**config.mk**
```make
export PLATFORM = sky130hd
export DESIGN_NAME = mem_sweep_ctrl
export DESIGN_NICKNAME = d
export VERILOG_FILES = /design/src/rtl/mem_sweep_pkg.sv /design/src/rtl/sweep_addr_gen.sv /design/src/rtl/mem_sweep_ctrl.sv
export SDC_FILE = /design/constraint.sdc
export NUM_CORES = 1
export LEC_CHECK = 0
export CORE_MARGIN = 2
export CORE_UTILIZATION = 30
export CTS_BUF_LIST = sky130_fd_sc_hd__clkbuf_16
export CTS_CLUSTER_SIZE = 20
export DETAILED_ROUTE_END_ITERATION = 7
export PLACE_DENSITY = 0.46
export SLEW_MARGIN = 25
export SYNTH_ARGS = -nofsm -noshare
export SYNTH_HDL_FRONTEND = slang
export SYNTH_SLANG_ARGS = --single-unit
```
**constraint.sdc**
```tcl
create_clock -name clk -period 11.7 [get_ports clk]
set_input_delay 2.34 -clock clk [delete_from_list [all_inputs] [get_ports clk]]
set_output_delay 2.34 -clock clk [all_outputs]
set_load 0.01 [all_outputs]
```
**src/rtl/mem_sweep_pkg.sv**
```systemverilog
// Shared types and helpers for the BRAM sweep controller: FSM states, mode
// encodings and the seeded fill/check pattern.
package mem_sweep_pkg;

  typedef enum logic [2:0] {
    IDLE  = 3'd0,
    FILL  = 3'd1,
    CHECK = 3'd2,
    DRAIN = 3'd3,
    DONE  = 3'd4
  } sweep_state_e;

  localparam logic MODE_CHECK = 1'b0;
  localparam logic MODE_FILL  = 1'b1;

  // Expected word at an address: low wid bits of the address XOR the seed.
  function automatic logic [31:0] pattern(input logic [31:0] addr,
                                          input logic [31:0] seed,
                                          input int unsigned wid);
    logic [31:0] mask;
    mask = (wid >= 32) ? 32'hFFFF_FFFF : ((32'd1 << wid) - 32'd1);
    return (addr ^ seed) & mask;
  endfunction

endpackage

```
**src/rtl/sweep_addr_gen.sv**
```systemverilog
// Sweep address sequencing: first, next and last address, stepping over the
// reserved park location.
module sweep_addr_gen #(
  parameter int unsigned DEPTH_MEM = 8192,
  parameter int unsigned PARK_ADDR = DEPTH_MEM - 1
) (
  input  logic [31:0] addr_i,
  output logic [31:0] first_o,
  output logic [31:0] next_o,
  output logic        last_o
);

  localparam logic [31:0] PARK  = 32'(PARK_ADDR);
  localparam logic [31:0] FIRST = (PARK_ADDR == 0) ? 32'd1 : 32'd0;
  localparam logic [31:0] LAST  = (PARK_ADDR == DEPTH_MEM - 1) ? 32'(DEPTH_MEM - 2)
                                                               : 32'(DEPTH_MEM - 1);

  always_comb begin
    first_o = FIRST;
    last_o  = (addr_i == LAST);
    next_o  = (addr_i + 32'd1 == PARK) ? addr_i + 32'd2 : addr_i + 32'd1;
  end

endmodule

```
**src/rtl/mem_sweep_ctrl.sv**
```systemverilog
// Fills a BRAM with a seeded pattern or reads it back, counting mismatches and
// summing the words read. Writes are parked on a sacrificial word unless filling.
module mem_sweep_ctrl
  import mem_sweep_pkg::*;
#(
  parameter int unsigned WID_MEM   = 9,
  parameter int unsigned DEPTH_MEM = 8192,
  parameter int unsigned PARK_ADDR = DEPTH_MEM - 1
) (
  input  logic               clk,
  input  logic               reset,
  input  logic               start,
  input  logic               mode,
  input  logic [WID_MEM-1:0] seed,
  output logic               busy,
  output logic               done,
  output logic [31:0]        raddr,
  output logic [31:0]        waddr,
  output logic [WID_MEM-1:0] din,
  input  logic [WID_MEM-1:0] dout,
  output logic [31:0]        mismatch_cnt,
  output logic [31:0]        first_err_addr,
  output logic               err_seen,
  output logic [31:0]        checksum,
  output sweep_state_e       dbg_state
);

  localparam logic [31:0] PARK = 32'(PARK_ADDR);

  sweep_state_e       state_q, state_d;
  logic [31:0]        addr_q, addr_d;
  logic [WID_MEM-1:0] seed_q, seed_d;
  logic [31:0]        raddr_q, raddr_d;
  logic [31:0]        waddr_q, waddr_d;
  logic [WID_MEM-1:0] din_q, din_d;
  logic               busy_q, busy_d;
  logic               done_q, done_d;
  logic               drain_q, drain_d;
  logic               tag1_v_q, tag1_v_d, tag2_v_q, tag2_v_d;
  logic [31:0]        tag1_a_q, tag1_a_d, tag2_a_q, tag2_a_d;
  logic [31:0]        mism_q, mism_d;
  logic [31:0]        ferr_q, ferr_d;
  logic               err_q, err_d;
  logic [31:0]        csum_q, csum_d;

  logic [31:0]        first_addr, next_addr;
  logic               last_addr;

  sweep_addr_gen #(
    .DEPTH_MEM (DEPTH_MEM),
    .PARK_ADDR (PARK_ADDR)
  ) u_addr_gen (
    .addr_i  (addr_q),
    .first_o (first_addr),
    .next_o  (next_addr),
    .last_o  (last_addr)
  );

  function automatic logic [WID_MEM-1:0] pat(input logic [31:0] a,
                                             input logic [WID_MEM-1:0] s);
    return WID_MEM'(pattern(a, 32'(s), WID_MEM));
  endfunction

  always_comb begin
    state_d  = state_q;
    addr_d   = addr_q;
    seed_d   = seed_q;
    raddr_d  = PARK;
    waddr_d  = PARK;
    din_d    = '0;
    busy_d   = busy_q;
    done_d   = 1'b0;
    drain_d  = drain_q;
    tag1_v_d = 1'b0;
    tag1_a_d = tag1_a_q;
    tag2_v_d = tag1_v_q;
    tag2_a_d = tag1_a_q;
    mism_d   = mism_q;
    ferr_d   = ferr_q;
    err_d    = err_q;
    csum_d   = csum_q;

    // dout belongs to the address tagged two edges ago
    if (tag2_v_q) begin
      csum_d = csum_q + 32'(dout);
      if (dout != pat(tag2_a_q, seed_q)) begin
        mism_d = (mism_q == 32'hFFFF_FFFF) ? mism_q : mism_q + 32'd1;
        err_d  = 1'b1;
        if (!err_q) ferr_d = tag2_a_q;
      end
    end

    case (state_q)
      IDLE: begin
        if (start) begin
          seed_d = seed;
          mism_d = '0;
          ferr_d = '0;
          err_d  = 1'b0;
          csum_d = '0;
          addr_d = first_addr;
          busy_d = 1'b1;
          if (mode == MODE_FILL) begin
            state_d = FILL;
            waddr_d = first_addr;
            din_d   = pat(first_addr, seed);
          end else begin
            state_d  = CHECK;
            raddr_d  = first_addr;
            tag1_v_d = 1'b1;
            tag1_a_d = first_addr;
          end
        end
      end
      FILL: begin
        if (last_addr) begin
          state_d = DONE;
          done_d  = 1'b1;
        end else begin
          addr_d  = next_addr;
          waddr_d = next_addr;
          din_d   = pat(next_addr, seed_q);
        end
      end
      CHECK: begin
        if (last_addr) begin
          state_d = DRAIN;
          drain_d = 1'b0;
        end else begin
          addr_d   = next_addr;
          raddr_d  = next_addr;
          tag1_v_d = 1'b1;
          tag1_a_d = next_addr;
        end
      end
      DRAIN: begin
        if (drain_q) begin
          state_d = DONE;
          done_d  = 1'b1;
        end else begin
          drain_d = 1'b1;
        end
      end
      DONE: begin
        state_d = IDLE;
        busy_d  = 1'b0;
      end
      default: begin
        state_d = IDLE;
        busy_d  = 1'b0;
      end
    endcase
  end

  always_ff @(posedge clk or posedge reset) begin
    if (reset) begin
      state_q  <= IDLE;
      addr_q   <= '0;
      seed_q   <= '0;
      raddr_q  <= PARK;
      waddr_q  <= PARK;
      din_q    <= '0;
      busy_q   <= 1'b0;
      done_q   <= 1'b0;
      drain_q  <= 1'b0;
      tag1_v_q <= 1'b0;
      tag1_a_q <= '0;
      tag2_v_q <= 1'b0;
      tag2_a_q <= '0;
      mism_q   <= '0;
      ferr_q   <= '0;
      err_q    <= 1'b0;
      csum_q   <= '0;
    end else begin
      state_q  <= state_d;
      addr_q   <= addr_d;
      seed_q   <= seed_d;
      raddr_q  <= raddr_d;
      waddr_q  <= waddr_d;
      din_q    <= din_d;
      busy_q   <= busy_d;
      done_q   <= done_d;
      drain_q  <= drain_d;
      tag1_v_q <= tag1_v_d;
      tag1_a_q <= tag1_a_d;
      tag2_v_q <= tag2_v_d;
      tag2_a_q <= tag2_a_d;
      mism_q   <= mism_d;
      ferr_q   <= ferr_d;
      err_q    <= err_d;
      csum_q   <= csum_d;
    end
  end

  assign busy           = busy_q;
  assign done           = done_q;
  assign raddr          = raddr_q;
  assign waddr          = waddr_q;
  assign din            = din_q;
  assign mismatch_cnt   = mism_q;
  assign first_err_addr = ferr_q;
  assign err_seen       = err_q;
  assign checksum       = csum_q;
  assign dbg_state      = state_q;

endmodule
```
---- After elaboration in Yosys (flattened, before gate mapping) ----
Index checks and enable logic that the tools add are counted.
operators by class
  bitwise gates (word level) .............. 3
  equality and inequality tests ........... 14
  muxes and demuxes ....................... 52
  reductions and logical operators ........ 12
  add/subtract/negate cells ............... 4
operators with widths
  cell                     count
  $mux W32                 19
  $pmux W32 S2             4
  $add A32 B1 Y32 const B  2
  $eq A32 B13 Y1 const B   2
  $mux W13                 4
  $add A32 B2 Y32 const B  1
  $add A32 B9 Y32          1
  $eq A32 B32 Y1 const B   1
  $mux W9                  3
  $pmux W9 S2              1
  $xor A9 B9 Y9            2
  $ne A2 B2 Y1 const B     7
  $mux W3                  4
  $pmux W3 S4              1
  $mux W1                  11
  $ne A9 B9 Y1             1
  $pmux W1 S2              4
  $reduce_and A4 Y1        2
  $eq A3 B2 Y1 const B     2
  $reduce_and A2 Y1        3
  $reduce_bool A2 Y1       3
  $eq A3 B1 Y1 const B     1
  $logic_not A3 Y1         1
  $reduce_and A3 Y1        1
  other kinds (4)          4
word-level totals
  output and inout port bits .............. 175
  flip-flop bits (word level) ............. 283
  bits of input ports ..................... 22

---- Depth between registers and ports, before layout ----
  word-level depth ........................ 6
  mapped depth ............................ 13
  depth with buffers taken out ............ 12

---- Cells and area by module ----
From an unflattened synthesis, not the netlist that was laid out.
second synthesis, totals
  cells, all modules ...................... 1,297
  area total of the unflattened synthesis .. 13,553.0 um^2
modules (own cells, without submodules)
  module          area each (um^2)  times used  sequential area each (um^2)  cells each
  mem_sweep_ctrl  12,017.8          1           7,114.3                      1,072
  sweep_addr_gen  1,535.2           1           0.0                          225

---- Least setup slack after synthesis ----
OpenSTA, ideal clock, no wires.
  path kind ............................... input to register
  start ................................... in dout[1]
  end ..................................... reg ferr_q[10], in the netlist first_err_addr[10]
  arrival ................................. 4.336 ns
  path slack .............................. 7.233 ns
  data required time ...................... 11.568 ns
  stages on the path ...................... 8
  cells stage by stage .................... xnor3_1 > nand4_1 > o41ai_1 > nand2b_1 > clkbuf_1 > buf_1 > mux2i_1 > nor2_1
between the ends
  cells in the longest elaborated chain, start to end .. 5
ends and longest elaborated chain
  item                    RTL line               text
  start: declaration      mem_sweep_ctrl.sv:20   input logic [WID_MEM-1:0] dout,
  $ne A9 B9 Y1 *          mem_sweep_ctrl.sv:86   if (dout != pat(tag2_a_q, seed_q)) begin
  $mux W32 *              mem_sweep_ctrl.sv:86
  $mux W32 *              mem_sweep_ctrl.sv:84   if (tag2_v_q) begin
  $mux W32                mem_sweep_ctrl.sv:95   if (start) begin
  $mux W32 *              mem_sweep_ctrl.sv:93   case (state_q)
  named net ferr_d[10]    mem_sweep_ctrl.sv:42   logic [31:0] ferr_q, ferr_d;
  end signal: assignment  mem_sweep_ctrl.sv:189  ferr_q <= ferr_d;
  end: declaration        mem_sweep_ctrl.sv:42
Mark *: on every way through the listed nets, which the timed path passes. The rest lies on a longest branch.
A chain may end at the register's enable or synchronous reset.

---- Final worst setup path ----
  start ................................... in dout[1]
  end ..................................... reg ferr_q[28], in the netlist first_err_addr[28]
The elaborated chain is that of the path after synthesis.

==> summary.txt <==
Run status
  – Status: finished, final reports clean

Yosys
  – Mapped Area: around 12000 um2
  – Async set or reset register ratio after synthesis: 1.00
  – Complex-gate fraction of the synthesized area: 0.0996
  – Number of synthesized register bits: 283
  – Post-Syn Nets: about 1200
  – Syn avg cell area: 10.6 um2
  – Post-synthesis mux area share: 0.0422
  – Post-synth EDFFs: 0
  – Syn Inst Count: 1176
  – Seq/Total Area, Yosys: 0.570
  – Xor-xnor portion of the synthesized cell area: 0.0733
  – Post-Synth Simple-Gate Area: 0.172
  – Netlist cell types: 69
  – Main synth FF type: dfrtp_1
  – Adder-Cell Fraction of Synth Area: 0.0146
  – Largest family of logic cells by synthesized area: simple AND/OR/NAND/NOR gates
  – Syn. warnings: 0

Power
  – Logic pwr share: 0.308
  – Worst VDD drop: 0.102 mV
  – Cell area power density: 208 nW/um2
  – Sequential power share: 0.390
  – Leak: between 7 and 8 nW
  – Clock Power Share: 0.302
  – Internal: 0.00219 W
  – Psw: 0.00116 W
  – Switching share of power: 0.346

Place
  – Placer Congestion: 0.834
  – Dpl cell area: 15000 um2
  – # port buffers: 196
  – DPL Wire Length: 25.2 mm

Setup path
  – Origin of the critical flop-to-flop path: addr_q[6]$_DFFE_PP0P_
  – Worst endpoint required time: 12.06 ns
  – Critical Path Start: dout[1]
  – Critical path arrival: 5.36 ns
  – Crit end category: flop
  – Crit Path Max Fanout: 21
  – Startpoint types: input port
  – CP Class: in2reg

Timing
  – Minimum clock period: 5.00 ns
  – Final Max Slew Viols: 0
  – Unrepaired setup endpoints after global routing: false
  – Slew @ Worst Pin: 0.961 ns
  – Clock Skew: 0.0106 ns
  – Rel. slew slack: 0.357
  – Period utilisation layout: 0.427
  – Final-report hold violation count: 0
  – Max Freq: 0.200 GHz
  – Final setup TNS: 0 ns
  – Setup-failing EPs final: 0

Route
  – WL met2: 16.8 mm
  – Met1 Routed Length: 17.1 mm
  – WL final: 35.8 mm
  – DR iter-0 viols: 452
  – Via Count: 9215
  – Remaining antenna violation count: 0
  – Drt wl/cell: approximately 19 um
  – Drt drc: 0
  – WL met3: approximately 1.2 mm
  – Highest metal layer with signal wires: met4
  – DR vias/cell: just under 5
  – TritonRoute pass-1 iters: 4

Floorplan
  – Die Height: 208 um
  – Ports: 197
  – Die area: 43300 um2
  – Width of the die: 208 um
  – # rows: 74
  – Initial Util: 0.305
  – Core Area: 40900 um2

Final layout
  – Final net count: 1396
  – Design Area, Final: 16100 um2
  – Final core occ: 0.392
  – Fraction of layout instances using a drive strength above 1: 0.0880
  – Area growth from synthesis to layout: 28.6%
  – Antenna diodes: 0

Clock network
  – CTS Buf Count: 35
  – Total clock sinks: 283
  – Hold_buf cts: 0
  – Post-CTS resize count: 0
  – Setup Buffers After CTS: 0
  – Clock slew at reported path FFs: 0.06 ns
  – Root Driver: clkbuf_16
  – # H-tree levels: 2
  – Skew-Pair Late Insertion Delay: 0.52 ns
  – Clock buffer depth: 3
  – CTS tree: built

Global routing
  – GRT Total Usage: 0.166
  – Vias in the first global route: about 9300
  – Overflow left after global routing: 0
  – Initial antenna violation count: 0
  – Largest net degree at the start of global routing: 75
  – First-pass GRT wire length: 56.8 mm

Min path
  – HP Start: tag1_v_q$_DFF_PP0_
  – Worst hold path class: reg2reg

Run
  – # Max-Cap Violations: 0
==> cells in the mapped netlist (all sizes together), types with 20 or more instances <==
cell type	number	share of area
dfrtp	257	0.51
nor2	167	0.050
nand2	100	0.030
o21ai	80	0.033
a21oi	57	0.023
xnor2	51	0.036
clkbuf	42	0.013
mux2i	41	0.033
xor2	33	0.023
nand3	32	0.014
dfstp	26	0.055
inv	25	0.0075
a21o	24	0.014
nand4	20	0.011
nor3	20	0.0080
==> stage by stage <==
stage	total power [W]	setup WS [ns]	hold slack (ns)	instances
global placement	0.00237	6.20	0.359	1855
CTS	0.00341	6.63	0.365	1918
detailed placement	0.00238	6.11	0.360	1855
floorplan	0.00191	1.60	0.331	1176
finish	0.00335	6.70	0.367	1918
global route	0.00356	6.38	0.378	1918
==> power groups by stage <==
stage          Clock, W  Combinational (W)  Sequential, W
3_3_place_gp          0            0.00104        0.00132
2_1_floorplan         0           0.000611        0.00130
5_1_grt         0.00108            0.00115        0.00133
4_1_cts         0.00105            0.00106        0.00131
3_5_place_dp          0            0.00105        0.00132
6_report        0.00101            0.00103        0.00130
==> worst max-delay path: stages <==
cell,delay (ns)
clkdlybuf4s50_1,0.46
xnor3_1,0.40
nand4_1,0.09
o41ai_1,0.82
nand2b_2,0.52
buf_4,0.43
mux2i_1,0.23
nor2_1,0.06
==> sequential cells by signal (all words and copies together) (netlist names), 3 cells and up <==
name and flops:
addr_q 32, checksum 32, first_err_addr 32, mismatch_cnt 32, raddr 32, tag1_a_q 32
tag2_a_q 32, waddr 32, din 9, seed_q 9, dbg_state 3
==> kinds of logic (layout without fill, tap and decap cells) <==
| family | Yosys count | in the layout |
|---|---|---|
| AO/OA/AOI/OAI | 206 | 206 |
| XOR/XNOR | 92 | 92 |
| adder cells (fa/ha/maj) | 14 | 14 |
| buffers and inverters | 87 | 297 |
| flip-flops | 283 | 283 |
| multiplexers | 51 | 51 |
| AND/OR/NAND/NOR | 443 | 443 |
==> placed cells by master, fill, tap and decap left out, drive strengths merged, types with 20 or more instances in the layout <==
cell type	count
xor2	33
clkdlybuf4s50	196
o21ai	80
dfstp	26
mux2i	41
a21o	24
nor3	20
xnor2	51
dfrtp	257
a21oi	57
nand4	20
nand2	100
nor2	167
clkbuf	37
inv	34
nand3	32
==> final timing paths <==
check | slack (ns) | endpoint | cells after the start
setup / recovery | 6.70 | first_err_addr[28]$_DFF_PP0_ | 8
hold / removal | 0.37 | tag2_v_q$_DFF_PP0_ | 0
setup reg to reg | 7.34 | tag1_a_q[6]$_DFFE_PP0P_ | 9
hold reg to reg | 0.37 | tag2_v_q$_DFF_PP0_ | 0
max in group asynchronous | 7.21 | dbg_state[1]$_DFFE_PP0P_ | 4
min in group asynchronous | 2.28 | mismatch_cnt[17]$_DFF_PP0_ | 2
==> final cells by class <==
type	instances	area, um2
multi-input combinational	806	5050
clock buffer	37	926
inverter	26	105
sequential	283	7110
timing repair buffer	208	2060
fill	4033	24900
tap	532	666
clock inverter	26	144
==> routing by layer <==
metal,vias to the layer above,track usage
met4,0,0.0467
met3,44,0.0243
li1,4420,-
met5,-,0
met1,4584,0.238
met2,167,0.262
Note: power is estimated with default switching activity, not from simulation.
